<file path="config.mk">
export PLATFORM = sky130hd
export DESIGN_NAME = window_scan_control
export DESIGN_NICKNAME = d
export VERILOG_FILES = /design/src/rtl/window_scan_control.sv
export SDC_FILE = /design/constraint.sdc
export NUM_CORES = 1
export LEC_CHECK = 0
export ABC_CLOCK_PERIOD_IN_PS = 7000
export BUFFER_PORTS_ARGS = -buffer_cell sky130_fd_sc_hd__buf_2
export CAP_MARGIN = 20
export CORE_ASPECT_RATIO = 1.75
export CORE_UTILIZATION = 45
export DETAILED_ROUTE_END_ITERATION = 10
export GPL_ROUTABILITY_DRIVEN = 0
export GPL_TIMING_DRIVEN = 0
export PLACE_DENSITY_LB_ADDON = 0.15
export SYNTH_ARGS = -nofsm -noshare
export SYNTH_HDL_FRONTEND = slang
export SYNTH_SLANG_ARGS = --single-unit
</file>
<file path="constraint.sdc">
create_clock -name clk -period 7 [get_ports clk]
set_input_delay 1.4 -clock clk [delete_from_list [all_inputs] [get_ports clk]]
set_output_delay 1.4 -clock clk [all_outputs]
set_load 0.01 [all_outputs]
</file>
<file path="src/rtl/window_scan_control.sv">
// window_scan_control
//   Walks a processing window across an image, skipping a MARGIN-pixel
//   border. It keeps the read/write pixel addresses of the window centre
//   consistent with the centre coordinates (x, y). The scan moves one
//   position per accepted step request, and the scan order is serpentine
//   or raster.
//
//   Optional feature macro: SCAN_RASTER_MODE_EN
//     defined   -> the mode input (sampled at load) selects raster (1) or
//                  serpentine (0) order
//     undefined -> serpentine order only; mode is ignored
//
// Ports
//   clk, n_reset              clock (rising edge), async active-low reset
//   cfg_cols, cfg_rows        image dimensions (cfg_cols is the row stride)
//   base_addr_r, base_addr_w  read / write image base addresses
//   load                      capture the configuration and park the window
//                             at its start position
//   step_req                  advance one window position
//   mode                      0 = serpentine, 1 = raster
//   addr_r, addr_w            current read / write addresses
//   x, y                      current window-centre coordinates
//   direction                 last move: 00 none, 01 right, 10 left, 11 down
//   step_ack, load_done       one-cycle completion pulses
//   all_done                  scan finished (level)
//   busy                      a step is in flight
//   cfg_err                   last load was rejected (level)
module window_scan_control #(
  parameter int ADDR_W = 16,
  parameter int DIM_W  = 12,
  parameter int MARGIN = 1
) (
  input  logic              clk,
  input  logic              n_reset,
  input  logic [DIM_W-1:0]  cfg_cols,
  input  logic [DIM_W-1:0]  cfg_rows,
  input  logic [ADDR_W-1:0] base_addr_r,
  input  logic [ADDR_W-1:0] base_addr_w,
  input  logic              load,
  input  logic              step_req,
  input  logic              mode,
  output logic [ADDR_W-1:0] addr_r,
  output logic [ADDR_W-1:0] addr_w,
  output logic [DIM_W-1:0]  x,
  output logic [DIM_W-1:0]  y,
  output logic [1:0]        direction,
  output logic              step_ack,
  output logic              load_done,
  output logic              all_done,
  output logic              busy,
  output logic              cfg_err
);

  localparam logic [DIM_W-1:0]  MARGIN_D = DIM_W'(MARGIN);
  localparam logic [DIM_W-1:0]  MIN_DIM  = DIM_W'(2 * MARGIN + 1);
  localparam logic [ADDR_W-1:0] MARGIN_A = ADDR_W'(MARGIN);
  localparam logic [ADDR_W-1:0] WRAP_A   = ADDR_W'(2 * MARGIN + 1);

  typedef enum logic [1:0] {IDLE, READY, STEP, DONE} state_t;

  state_t            state, state_n;
  logic [DIM_W-1:0]  cols_q, cols_n;
  logic [DIM_W-1:0]  rows_q, rows_n;
  logic              heading_left, heading_left_n;
  logic [ADDR_W-1:0] addr_r_n, addr_w_n;
  logic [DIM_W-1:0]  x_n, y_n;
  logic [1:0]        direction_n;
  logic              step_ack_n, load_done_n, all_done_n, busy_n, cfg_err_n;

  logic [DIM_W-1:0]  last_col, last_row;
  logic [ADDR_W-1:0] cols_a, start_offset;
  logic              at_row_end;

`ifdef SCAN_RASTER_MODE_EN
  logic raster_q, raster_n;
`else
  logic unused_mode;
  assign unused_mode = mode;
`endif

  assign last_col     = cols_q - 1'b1 - MARGIN_D;
  assign last_row     = rows_q - 1'b1 - MARGIN_D;
  assign cols_a       = ADDR_W'(cols_q);
  // Offset of the first centre (MARGIN, MARGIN) from the image base.
  assign start_offset = ADDR_W'(cfg_cols) * MARGIN_A + MARGIN_A;
  // Raster never turns left, so heading_left stays 0 in that mode.
  assign at_row_end   = heading_left ? (x == MARGIN_D) : (x == last_col);

  always_comb begin
    state_n        = state;
    cols_n         = cols_q;
    rows_n         = rows_q;
    heading_left_n = heading_left;
    addr_r_n       = addr_r;
    addr_w_n       = addr_w;
    x_n            = x;
    y_n            = y;
    direction_n    = direction;
    step_ack_n     = 1'b0;
    load_done_n    = 1'b0;
    all_done_n     = all_done;
    cfg_err_n      = cfg_err;
`ifdef SCAN_RASTER_MODE_EN
    raster_n       = raster_q;
`endif

    if (load) begin
      if (cfg_cols < MIN_DIM || cfg_rows < MIN_DIM) begin
        cfg_err_n = 1'b1;
        state_n   = IDLE;
      end else begin
        cols_n         = cfg_cols;
        rows_n         = cfg_rows;
`ifdef SCAN_RASTER_MODE_EN
        raster_n       = mode;
`endif
        x_n            = MARGIN_D;
        y_n            = MARGIN_D;
        addr_r_n       = base_addr_r + start_offset;
        addr_w_n       = base_addr_w + start_offset;
        direction_n    = 2'b00;
        heading_left_n = 1'b0;
        all_done_n     = 1'b0;
        cfg_err_n      = 1'b0;
        load_done_n    = 1'b1;
        state_n        = READY;
      end
    end else begin
      case (state)
        READY: begin
          if (step_req) begin
            step_ack_n = 1'b1;
            if (y == last_row && at_row_end) begin
              // Final position: the window stays put and the scan closes.
              all_done_n = 1'b1;
              state_n    = DONE;
            end else begin
              state_n = STEP;
              if (!heading_left && x < last_col) begin
                x_n         = x + 1'b1;
                addr_r_n    = addr_r + 1'b1;
                addr_w_n    = addr_w + 1'b1;
                direction_n = 2'b01;
              end else if (heading_left && x > MARGIN_D) begin
                x_n         = x - 1'b1;
                addr_r_n    = addr_r - 1'b1;
                addr_w_n    = addr_w - 1'b1;
                direction_n = 2'b10;
`ifdef SCAN_RASTER_MODE_EN
              end else if (raster_q) begin
                // Jump from the last column back to the first one on the next row.
                x_n         = MARGIN_D;
                y_n         = y + 1'b1;
                addr_r_n    = addr_r + WRAP_A;
                addr_w_n    = addr_w + WRAP_A;
                direction_n = 2'b11;
`endif
              end else begin
                y_n            = y + 1'b1;
                addr_r_n       = addr_r + cols_a;
                addr_w_n       = addr_w + cols_a;
                direction_n    = 2'b11;
                heading_left_n = ~heading_left;
              end
            end
          end
        end
        STEP:    state_n = READY;
        default: ;
      endcase
    end

    busy_n = (state_n == STEP);
  end

  always_ff @(posedge clk or negedge n_reset) begin
    if (!n_reset) begin
      state        <= IDLE;
      cols_q       <= '0;
      rows_q       <= '0;
      heading_left <= 1'b0;
      addr_r       <= '0;
      addr_w       <= '0;
      x            <= '0;
      y            <= '0;
      direction    <= 2'b00;
      step_ack     <= 1'b0;
      load_done    <= 1'b0;
      all_done     <= 1'b0;
      busy         <= 1'b0;
      cfg_err      <= 1'b0;
`ifdef SCAN_RASTER_MODE_EN
      raster_q     <= 1'b0;
`endif
    end else begin
      state        <= state_n;
      cols_q       <= cols_n;
      rows_q       <= rows_n;
      heading_left <= heading_left_n;
      addr_r       <= addr_r_n;
      addr_w       <= addr_w_n;
      x            <= x_n;
      y            <= y_n;
      direction    <= direction_n;
      step_ack     <= step_ack_n;
      load_done    <= load_done_n;
      all_done     <= all_done_n;
      busy         <= busy_n;
      cfg_err      <= cfg_err_n;
`ifdef SCAN_RASTER_MODE_EN
      raster_q     <= raster_n;
`endif
    end
  end

endmodule

</file>
Yosys cells after proc, flatten, opt, wreduce, memory -nomap -nowiden
Cells that the tools add are included.
{"block": "word_totals", "regBits": 90, "latch_bits": 0, "ramBits": 0, "mem_bits_ro": 0, "in_bits": 61, "elab_cells": 117, "n_memories": 0}
{"block": "classes", "add_sub_neg": 16, "mul": 0, "div_mod_pow": 0, "magnitude_cmp": 4, "n_eq_ne": 10, "n_shift": 0, "mux": 57, "bitwise_logic": 2, "n_reduce_logical": 14}
{"operator": "$mux W16", "count": 14}
{"operator": "$mux W12", "count": 13}
{"operator": "$sub A12 B1 Y12 const B", "count": 5}
{"operator": "$add A16 B1 Y16 const B", "count": 2}
{"operator": "$add A16 B12 Y16", "count": 2}
{"operator": "$add A16 B13 Y16", "count": 2}
{"operator": "$sub A16 B1 Y16 const B", "count": 2}
{"operator": "$add A12 B1 Y12 const B", "count": 2}
{"operator": "$eq A12 B12 Y1", "count": 2}
{"operator": "$lt A12 B2 Y1 const B", "count": 2}
{"operator": "$mux W1", "count": 21}
{"operator": "$mux W2", "count": 8}
{"operator": "$add A12 B1 Y13 const B", "count": 1}
{"operator": "$eq A12 B1 Y1 const B", "count": 1}
{"operator": "$gt A12 B1 Y1 const B", "count": 1}
{"operator": "$lt A12 B12 Y1", "count": 1}
{"operator": "$ne A2 B2 Y1 const B", "count": 4}
{"operator": "$reduce_and A4 Y1", "count": 2}
{"operator": "$reduce_and A6 Y1", "count": 1}
{"operator": "$reduce_bool A2 Y1", "count": 3}
{"operator": "$reduce_and A5 Y1", "count": 1}
{"operator": "$eq A2 B2 Y1 const B", "count": 2}
{"operator": "$pmux W2 S2", "count": 1}
{"operator": "$logic_and A1 B1 Y1", "count": 3}
{"operator": "other kinds (6)", "count": 7}

Depth between registers and ports, before layout
{"block": "logic_depth", "ltp_word": 10, "mapped_depth": 25, "mapped_depth_nobuf": 24}

Worst setup path after synthesis
Ideal clock, no wire load.
{"block": "synth_timing", "kind": "register to register", "start": "reg cols_q[6]", "end": "reg addr_w[15]", "setup_time_ns": 0.137, "arrival_ns": 5.635, "required_ns": 6.863, "slack_ns": 1.228, "stages_incl_launch_ff": 23, "n_path_buf": 3, "cell_sequence": "dfrtp_1 -> buf_6 -> or4_4 -> nor3_1 -> xnor2_1 -> ha_1 -> a211oi_1 -> o22ai_1 -> a31oi_1 -> and2_0 -> clkbuf_1 -> buf_1 -> a21oi_1 -> ha_1 -> or3_1 -> o31a_1 -> maj3_1 -> a21oi_1 -> o31ai_1 -> a2111oi_2 -> a211oi_1 -> a222oi_1 -> o31ai_1"}
{"block": "synth_between", "elab_chain_len": 9, "elab_cells_between_ends": 16}
{"element": "start, declared", "line": "62", "rtl": "logic [DIM_W-1:0] cols_q, cols_n;"}
{"element": "start signal, assigned", "line": "197", "rtl": "cols_q <= cols_n;"}
{"element": "$sub A12 B1 Y12 (2 in a row)", "line": "81", "rtl": "assign last_col = cols_q - 1'b1 - MARGIN_D;"}
{"element": "$lt A12 B12 Y1", "line": "139", "rtl": "if (!heading_left && x < last_col) begin"}
{"element": "$logic_and A1 B1 Y1", "line": "139"}
{"element": "$mux W16", "line": "139"}
{"element": "$mux W16", "line": "133", "rtl": "if (y == last_row && at_row_end) begin"}
{"element": "$mux W16", "line": "131", "rtl": "if (step_req) begin"}
{"element": "$mux W16", "line": "129", "rtl": "case (state)"}
{"element": "$mux W16", "line": "107", "rtl": "if (load) begin"}
{"element": "end signal, assigned", "line": "201", "rtl": "addr_w <= addr_w_n;"}
{"element": "end, declared", "line": "43", "rtl": "output logic [ADDR_W-1:0] addr_w,"}
Several ways; a longest one is shown, not always the timed one. The select of a mux whose other input is x is not followed.
A chain may end at the register's enable or synchronous reset.

Final worst setup path
{"block": "layout_timing", "start": "reg x[2]", "end": "reg addr_w[15]"}
{"block": "layout_between", "elab_chain_len": 8, "elab_cells_between_ends": 16}
{"element": "start, declared", "line": "44", "rtl": "output logic [DIM_W-1:0] x,"}
{"element": "start signal, assigned", "line": "202", "rtl": "x <= x_n;"}
{"element": "$gt A12 B1 Y1", "line": "144", "rtl": "end else if (heading_left && x > MARGIN_D) begin"}
{"element": "$logic_and A1 B1 Y1", "line": "144"}
{"element": "$mux W16", "line": "144"}
{"element": "$mux W16", "line": "139"}
{"element": "$mux W16", "line": "133"}
{"element": "$mux W16", "line": "131"}
{"element": "$mux W16", "line": "129"}
{"element": "$mux W16", "line": "107"}
Several ways; a longest one is shown, not always the timed one. The select of a mux whose other input is x is not followed.

==> impl_metrics.yaml <==
drt:
  ant_nets: 0
  drtPass1Iterations: 5
  vias_per_cell: 5.74
  drt-initial-drc-count: 388
  wl_per_cell_um: 18.4
  vias: 8099
  post-route-drc-count: 0
  routed_wl_mm: 26.0
clocking:
  cts_tree: "yes"
  h-tree-depth: 3
  cts_root_buf: "clkbuf_16"
  clock_sinks: 90
  clock_path_buffers: 2
  clock_latency_ps: 370
  cts.clk_slew.worst_paths_ps: 70
  cts_inserted_buffers: 9
  cts_setup_buffers: 0
sta:
  tns_ps: 0
  finalCritPeriodShare_pct: 93.0
  grt_setup_unrepaired: "no"
  hold_ws_ps: 491
  maxSlewHeadroom_pct: 46.6
  final-setup-viol-count: 0
  worst_slew_pin_slew_ps: 801
  hold_viol: 0
  fin_skew_ps: 11.1
  period_needed_ps: 6510
  fmax_mhz: 154
  slew_violations: 0
  setup_slack_ps: 493
synthesis:
  synth_area_um2: 8290
  synth_top_cells_by_area: "dfrtp_1 (27%), ha_1 (11%), xnor2_1 (7.7%)"
  synth_top_area_share_pct: 27.2
  synth-seq-area-share_pct: 27.2
  yosysWarningCount: 0
  async_flop_share_pct: 100
  synth_top_area_cell: "dfrtp_1"
  syn_area_per_cell_um2: 7.99
  synthDistinctLibCells: 73
  ys.flop_type: "dfrtp_1"
  synth_edf_count: 0
  synthCells: 1038
  syn_nets: 1176
  yosys_register_bits: 90
run_status:
  status: "completed"
floorplanning:
  dieArea_um2: 19000
  start_util_pct: 45.9
  chipWidth_um: 105
  die_h_um: 182
  core.rowCount: 65
  core_area_um2: 18100
  ios: 124
pwr:
  p_leak_uw: 0.00427
  vdd_drop_max_v: 0.000104
  power_density_nw_per_um2: 197
grt:
  grt_pass1_vias: 8381
  gr-total-overflow: 0
  antenna_found_initial: 0
  grt_pass1_wl_mm: 41.8
  grt_usage_pct: 28.1
  grt_start_max_net_pins: 54
placement:
  post-dp-hpwl_mm: 20.7
  place_ws_ps: -105
  place.port_buffers: 122
critical_path:
  cp.arrival_ps: 6730
  endpoint_kind: "flip-flop"
  path_max_fanout: 10
  reg2reg_depth: 23
  criticalPathCategory: "flip-flop to flip-flop"
  required_ps: 7220
  start_kind: "flip-flop"
cells_and_area:
  syn_to_final_growth_pct: 14.8
  drive_gt1_share_pct: 13.9
  fin_nets: 1309
  antenna_cells: 0
worst_hold_path:
  min_path_type: "flip-flop to flip-flop"
  hold_depth: 2
flow_run:
  max_cap_violations: 0
==> critical path, cell delays in order (launching register included) <==
cell and delay [ps]:
dfrtp_1 480, or3_1 400, clkbuf_1 170, o41ai_2 740, clkbuf_1 460, nand2_1 110, ha_1 320, inv_1 250
or3_1 180, o31ai_1 70, a21oi_1 150, o211ai_1 110, a21oi_1 200, nor2_1 100, ha_1 230, or3_1 390
o31a_1 350, maj3_1 410, a21oi_1 220, o31ai_1 140, a2111oi_2 340, a211oi_1 130, a222oi_1 300, o31ai_1 120
==> repair_timing <==
action / CTS / global route
gates resized for setup: 2 / 1
hold buffers: 0 / 0
setup endpoints to repair: 2 / 2
==> Yosys cell counts, types with 7 or more instances <==
library cell,instances
nand2_1,133
clkbuf_1,31
and3_1,20
and2_1,9
a211oi_1,10
nor2b_1,12
a31oi_1,7
ha_1,75
nor4_1,15
xor2_1,38
a21o_1,11
a21oi_1,86
o21a_1,9
nor3_1,32
inv_1,32
xnor2_1,73
mux2i_1,9
o31ai_1,8
nand2b_1,11
o21ai_0,71
or3_1,15
dfrtp_1,90
nor2_1,90
nand4_1,8
nand3_1,41
o22ai_1,8
==> state kept, by name (all words and copies together), names as in the netlist <==
| name | flops |
|---|---|
| addr_r | 16 |
| addr_w | 16 |
| cols_q | 12 |
| rows_q | 12 |
| x | 12 |
| y | 12 |
| direction | 2 |
| state | 2 |
| all_done | 1 |
| busy | 1 |
| cfg_err | 1 |
| heading_left | 1 |
| load_done | 1 |
| step_ack | 1 |
==> logic make-up (layout without fill, tap and decap cells) <==
group / after synthesis / in the layout / share of synthesized area (%)
buffers and inverters: 72 / 210 / 3.48
adders and majority gates: 82 / 82 / 12.4
DFF: 90 / 90 / 27.2
xor gates and xnor gates: 112 / 112 / 12.1
and+or+nand+nor: 403 / 403 / 23.2
muxes: 12 / 12 / 1.52
AOI/OAI and AO/OA: 267 / 267 / 20.2
==> metal layers <==
metal	global-route usage [%]	wire (um)	vias up	share of wire [%]
met2	53.3	14000	216	54
met1	29.3	9950	3815	38
met5	0	0	-	0
met3	3.48	846	73	3.3
met4	16.2	1220	0	4.7
li1	-	-	3995	-
==> path summary, 6_finish.rpt <==
kind                                      start                endpoint  slack, ps
hold reg to reg            all_done$_DFFE_PN0P_    all_done$_DFFE_PN0P_        490
max in group asynchronous               n_reset      state[1]$_DFF_PN0_       5310
setup reg to reg               x[2]$_DFFE_PN0P_  addr_w[15]$_DFFE_PN0P_        490
min in group asynchronous               n_reset        x[0]$_DFFE_PN0P_       1020
hold / removal             all_done$_DFFE_PN0P_    all_done$_DFFE_PN0P_        490
setup / recovery               x[2]$_DFFE_PN0P_  addr_w[15]$_DFFE_PN0P_        490
==> report_power, final <==
group          switching [uW]  internal [uW]  total (uW)
registers                87.2            589         676
logic                     416            297         713
clock network             234            253         487
total                     737           1140        1880
==> cells in the final DEF, fill, tap and decap left out, types with 20 or more instances in the layout <==
| master | instances |
|---|---|
| ha_1 | 75 |
| a21oi_1 | 86 |
| buf_2 | 124 |
| nor3_1 | 31 |
| clkbuf_1 | 31 |
| nand3_1 | 41 |
| nor2_1 | 90 |
| inv_1 | 32 |
| dfrtp_1 | 90 |
| xor2_1 | 38 |
| o21ai_0 | 71 |
| and3_1 | 20 |
| nand2_1 | 133 |
| xnor2_1 | 73 |
==> cell type report <==
class / count / area (um^2)
Buffer: 38 / 163
Clock buffer: 11 / 243
Clock inverter: 5 / 38.8
Fill cell: 1819 / 8540
Inverter: 33 / 124
Multi-Input combinational cell: 876 / 5760
Sequential cell: 90 / 2250
Tap cell: 234 / 293
Timing Repair Buffer: 123 / 641
==> through the flow <==
step,std cells,power (uW),area [um^2],utilization [%]
after detailed placement,1395,1390,9230,51.1
final,1410,1880,9520,52.7
after global routing,1410,2000,9520,52.7
after floorplan,1038,1150,8290,-
after CTS,1411,1880,9520,52.7
after global placement,1394,1380,9200,50.9
(Power assumes the default switching activity.)
